**src/rtl/regfile_mp.sv**
```systemverilog
// Multi-read-port register file with a post-reset clear sweep and an entry 0 that always reads as zero.
// Define REGFILE_MP_BYPASS_EN to forward same-cycle write data to matching read ports.
module regfile_mp #(
    parameter int unsigned DATA_W = 32,
    parameter int unsigned ADDR_W = 5,
    parameter int unsigned NUM_RD = 2
) (
    input  logic                       clk_i,
    input  logic                       rst_i,
    input  logic [NUM_RD*ADDR_W-1:0]   rd_addr_i,
    output logic [NUM_RD*DATA_W-1:0]   rd_data_o,
    input  logic                       wr_en_i,
    input  logic [ADDR_W-1:0]          wr_addr_i,
    input  logic [DATA_W-1:0]          wr_data_i,
    output logic                       ready_o,
    output logic                       wr_err_o
);
    localparam int unsigned DEPTH = 2**ADDR_W;

    typedef enum logic {CLEAR, READY} state_t;

    state_t            state;
    logic [ADDR_W-1:0] ptr;
    logic [DATA_W-1:0] mem [DEPTH];
    logic              wr_req;

    always_comb begin
        wr_req = wr_en_i && (wr_addr_i != '0);
    end

    always_ff @(posedge clk_i) begin
        if (!rst_i) begin
            state    <= CLEAR;
            ptr      <= '0;
            ready_o  <= 1'b0;
            wr_err_o <= 1'b0;
        end else begin
            wr_err_o <= 1'b0;
            case (state)
                CLEAR: begin
                    // Writes arriving during the sweep are dropped and flagged.
                    wr_err_o <= wr_req;
                    if (ptr == '1) begin
                        state   <= READY;
                        ready_o <= 1'b1;
                    end else begin
                        ptr <= ptr + ADDR_W'(1);
                    end
                end
                READY: begin
                    state   <= READY;
                    ready_o <= 1'b1;
                end
                default: begin
                    state   <= CLEAR;
                    ready_o <= 1'b0;
                end
            endcase
        end
    end

    // Entry 0 is zeroed by the sweep and never written, so it always reads 0.
    always_ff @(posedge clk_i) begin
        if (rst_i) begin
            if (state == CLEAR) begin
                mem[ptr] <= '0;
            end else if (wr_req) begin
                mem[wr_addr_i] <= wr_data_i;
            end
        end
    end

    always_comb begin
        rd_data_o = '0;
        for (int unsigned k = 0; k < NUM_RD; k++) begin
            if (state == READY) begin
                rd_data_o[k*DATA_W +: DATA_W] = mem[rd_addr_i[k*ADDR_W +: ADDR_W]];
`ifdef REGFILE_MP_BYPASS_EN
                if (wr_req && (rd_addr_i[k*ADDR_W +: ADDR_W] == wr_addr_i)) begin
                    rd_data_o[k*DATA_W +: DATA_W] = wr_data_i;
                end
`endif
            end
        end
    end

endmodule

```
**config.mk**
```make
export PLATFORM = sky130hd
export DESIGN_NAME = regfile_mp
export DESIGN_NICKNAME = d
export VERILOG_FILES = /design/src/rtl/regfile_mp.sv
export SDC_FILE = /design/constraint.sdc
export NUM_CORES = 1
export LEC_CHECK = 0
export BUFFER_PORTS_ARGS = -buffer_cell sky130_fd_sc_hd__buf_2
export CAP_MARGIN = 15
export CORE_MARGIN = 2
export CORE_UTILIZATION = 51
export DETAILED_ROUTE_END_ITERATION = 12
export HOLD_SLACK_MARGIN = 0.02
export PLACE_DENSITY_LB_ADDON = 0.1
export SYNTH_ARGS = -nofsm -noshare
export SYNTH_HDL_FRONTEND = slang
export SYNTH_SLANG_ARGS = --single-unit
```
**constraint.sdc**
```tcl
create_clock -name clk_i -period 15.5 [get_ports clk_i]
set_clock_uncertainty 0.15 [all_clocks]
set_input_delay 3.875 -clock clk_i [delete_from_list [all_inputs] [get_ports clk_i]]
set_output_delay 3.875 -clock clk_i [all_outputs]
set_load 0.02 [all_outputs]
```
==> key figures <==
Run status
  – Status: finished, final reports clean

Layout
  – Synth-to-Final Area Change: 11.6%
  – Final core utilization: 0.574
  – # nets final: 2599
  – Fin area: between 50000 and 60000 um^2
  – Non-Filler Instances: ~3.9k
  – Share of cells above drive strength 1: 0.363

Floorplan
  – DIE AREA: 96800 um^2
  – IO Count: roughly 120
  – Chip height: 311 um
  – Initial Util: 0.515
  – Core footprint: slightly above 90000 um^2
  – Row count: 112
  – Die Wd: 311 um

Power
  – Design Power: 5.84 mW
  – Power Dens Cells: 109 nW/um^2
  – Lkg Pwr: ~16 nW
  – Peak VDD IR: between 0.08 and 0.09 mV

Timing
  – Tightest Pin Transition: 1.22 ns
  – Slew headroom: 0.183
  – Setup violators final: 0
  – Final period util: 0.732
  – Hold Violations, Final: 0
  – Max-slew violations: 0
  – Unrepaired setup endpoints after global routing: false
  – Minimum clock period: 11.35 ns
  – FMAX: 0.0881 GHz
  – Fin Setup TNS: 0 ns

Place
  – Post-detail-place hpwl: 77600 um
  – Number of buffers added on ports: 115
  – GP Congestion: 0.808
  – Placed Cells: 3679
  – Post-DP Area: 50200 um^2

Yosys
  – Ys Warns: 0
  – Post-synthesis cell area: slightly below 50000 um^2
  – Cell taking the most area after synthesis: edfxtp_1
  – Syn Area/Cell: 19.6 um^2
  – Top-count cell post-synth: edfxtp_1
  – Asr flop ratio synth: 0
  – Yosys reg bits: 1032
  – Syn Inst Count: approximately 2.5k
  – Seq/Total Area, Yosys: 0.642
  – Post-synth top area share: 0.639
  – Number of flops mapped to enable cells by yosys: 1024
  – Main synth FF type: edfxtp_1
  – Syn nets: 2505
  – Synth top cells by count: edfxtp_1, mux4_2, mux2i_1
  – Area contributors post-synth: edfxtp_1, mux4_2, mux2_2, mux2i_1, o221ai_1
  – Yosys cell types: 50

Setup path
  – CP bufs+invs: 3
  – Startpoint types: primary input
  – CP arrival: approximately 7.3 ns
  – Slowest cell delay on critical path: 0.90 ns
  – Crit path cell chain: buf_8 > buf_4 > mux4_2 > mux2_2 > o221ai_1 > a31oi_1 > buf_2
  – Req. time, crit path: 11.48 ns
  – Delay-heaviest family, CP: buffers and inverters
  – R2r setup slk: 12.04 ns
  – CP Capture Type: primary output
  – Worst-path fanout max: between 60 and 70
  – Critical-path top delay cell: buf_4
  – Kind of critical path: primary input to primary output

Clock network
  – Sink Count: 1032
  – Cts repair resizes: 0
  – Maximum clock insertion buffer count: 3
  – H-tree levels: 3
  – Register clock-pin slew on the reported worst setup and hold paths: around 0.05 ns
  – CTS tree: done
  – Clock tree root driver cell: clkbuf_16
  – CTS buffer count: 107
  – Later-pin clock latency in the skew report: ~0.67 ns
  – Setup Fix Bufs, Post-CTS: 0
  – Hold_buf cts: 0

Route
  – Vias/cell: 7.24
  – Drt total wl: 149000 um
  – Post-route DRC: 0
  – First drt pass iteration count: 6
  – Vias: around 28k
  – Remaining antenna violation count: 0
  – Starting DRT DRC Count: approximately 3.6k
  – Wirelength per Cell: between 30 and 40 um

Global routing
  – Final global-route overflow total: 0
  – Largest net degree at the start of global routing: 129
  – Global-route wire length before repair: 211000 um
  – Total Routing Usage GR: 0.309
  – Vias in the first global route: 28.6k
  – Initial antenna violation count: 3

Run
  – Max cap viols: 0

Worst hold path
  – Hold/Removal Path Class: register to register
[stage by stage]
step	setup slack (ns)	hold slack, ns
after detailed placement	4.18	0.313
after floorplan	5.97	0.395
after CTS	4.17	0.327
after global routing	3.94	0.384
after global placement	4.19	0.313
final	4.15	0.325
[layout make-up]
| cell class | count | area [um^2] |
|---|---|---|
| tap | 1254 | 1570 |
| inverter | 8 | 35.0 |
| clock buffer | 148 | 2870 |
| antenna | 1 | 2.50 |
| timing repair buffer | 193 | 1470 |
| clock inverter | 42 | 293 |
| sequential | 1032 | 30900 |
| fill | 6910 | 39800 |
| multi-input combinational | 1205 | 16500 |
[state kept, by name, indices dropped and copies added, names as in the netlist]
name	flops
mem	1024
ptr	5
ready_o	1
state	1
wr_err_o	1
[metal layers]
layer,up-vias,part of all wire,global-route usage
li1,10867,-,-
met5,-,0.00015,0
met3,304,0.11,0.0704
met4,4,0.029,0.0935
met1,15245,0.38,0.429
met2,1695,0.48,0.491
[kinds of logic (layout without fill, tap and decap cells)]
family | Yosys count | in the layout | share of synthesized area
other cells | 0 | 1 | 0
buf+inv | 216 | 391 | 0.0214
xor+xnor | 3 | 3 | 0.000546
compound gates | 325 | 325 | 0.0502
simple gates | 165 | 165 | 0.0172
flops | 1032 | 1032 | 0.642
fa+ha+maj | 2 | 2 | 0.000520
mux | 710 | 710 | 0.268
[where the power goes]
part | internal (mW) | switching, mW
registers | 3.05 | 0.00971
logic | 0.160 | 0.226
clock network | 1.35 | 1.05
total | 4.55 | 1.29
[worst paths after layout]
path | endpoint | startpoint | cells past startpoint
max | rd_data_o[46] | rd_addr_i[6] | 7
min | ready_o$_SDFFE_PN0N_ | ready_o$_SDFFE_PN0N_ | 2
max reg2reg | mem[8][10]$_DFFE_PP_ | state$_SDFF_PN0_ | 6
min reg2reg | ready_o$_SDFFE_PN0N_ | ready_o$_SDFFE_PN0N_ | 2
[worst reg2reg max path: stages, from the launching register on]
cell and delay [ns]:
dfxtp_4 0.42, inv_1 0.12, a2111oi_4 0.28, buf_4 0.61, mux2i_1 0.44, a211oi_4 0.25, buf_4 0.75
[placed cells by master (no fill, tap or decap), types with 4 or more instances in the layout]
cell / n
o21ai_0: 31
nand2_1: 53
nand3_1: 9
a21oi_4: 4
buf_8: 8
buf_16: 6
edfxtp_1: 1024
o2111ai_1: 22
a21oi_1: 4
buf_12: 4
nor2_1: 13
a211oi_4: 6
or3_1: 4
a22oi_1: 64
clkbuf_1: 39
clkinv_1: 20
o221ai_1: 64
and2_1: 34
nor2_4: 14
clkinv_2: 16
nor3b_1: 6
nand3b_1: 4
clkbuf_16: 112
a221oi_1: 42
o21ai_1: 15
dfxtp_1: 7
mux2i_1: 132
mux4_2: 448
mux2_2: 129
bufinv_16: 4
buf_4: 61
a31oi_1: 64
nor3_2: 6
inv_1: 5
buf_2: 109
nor2_2: 4
(Power assumes the default switching activity.)
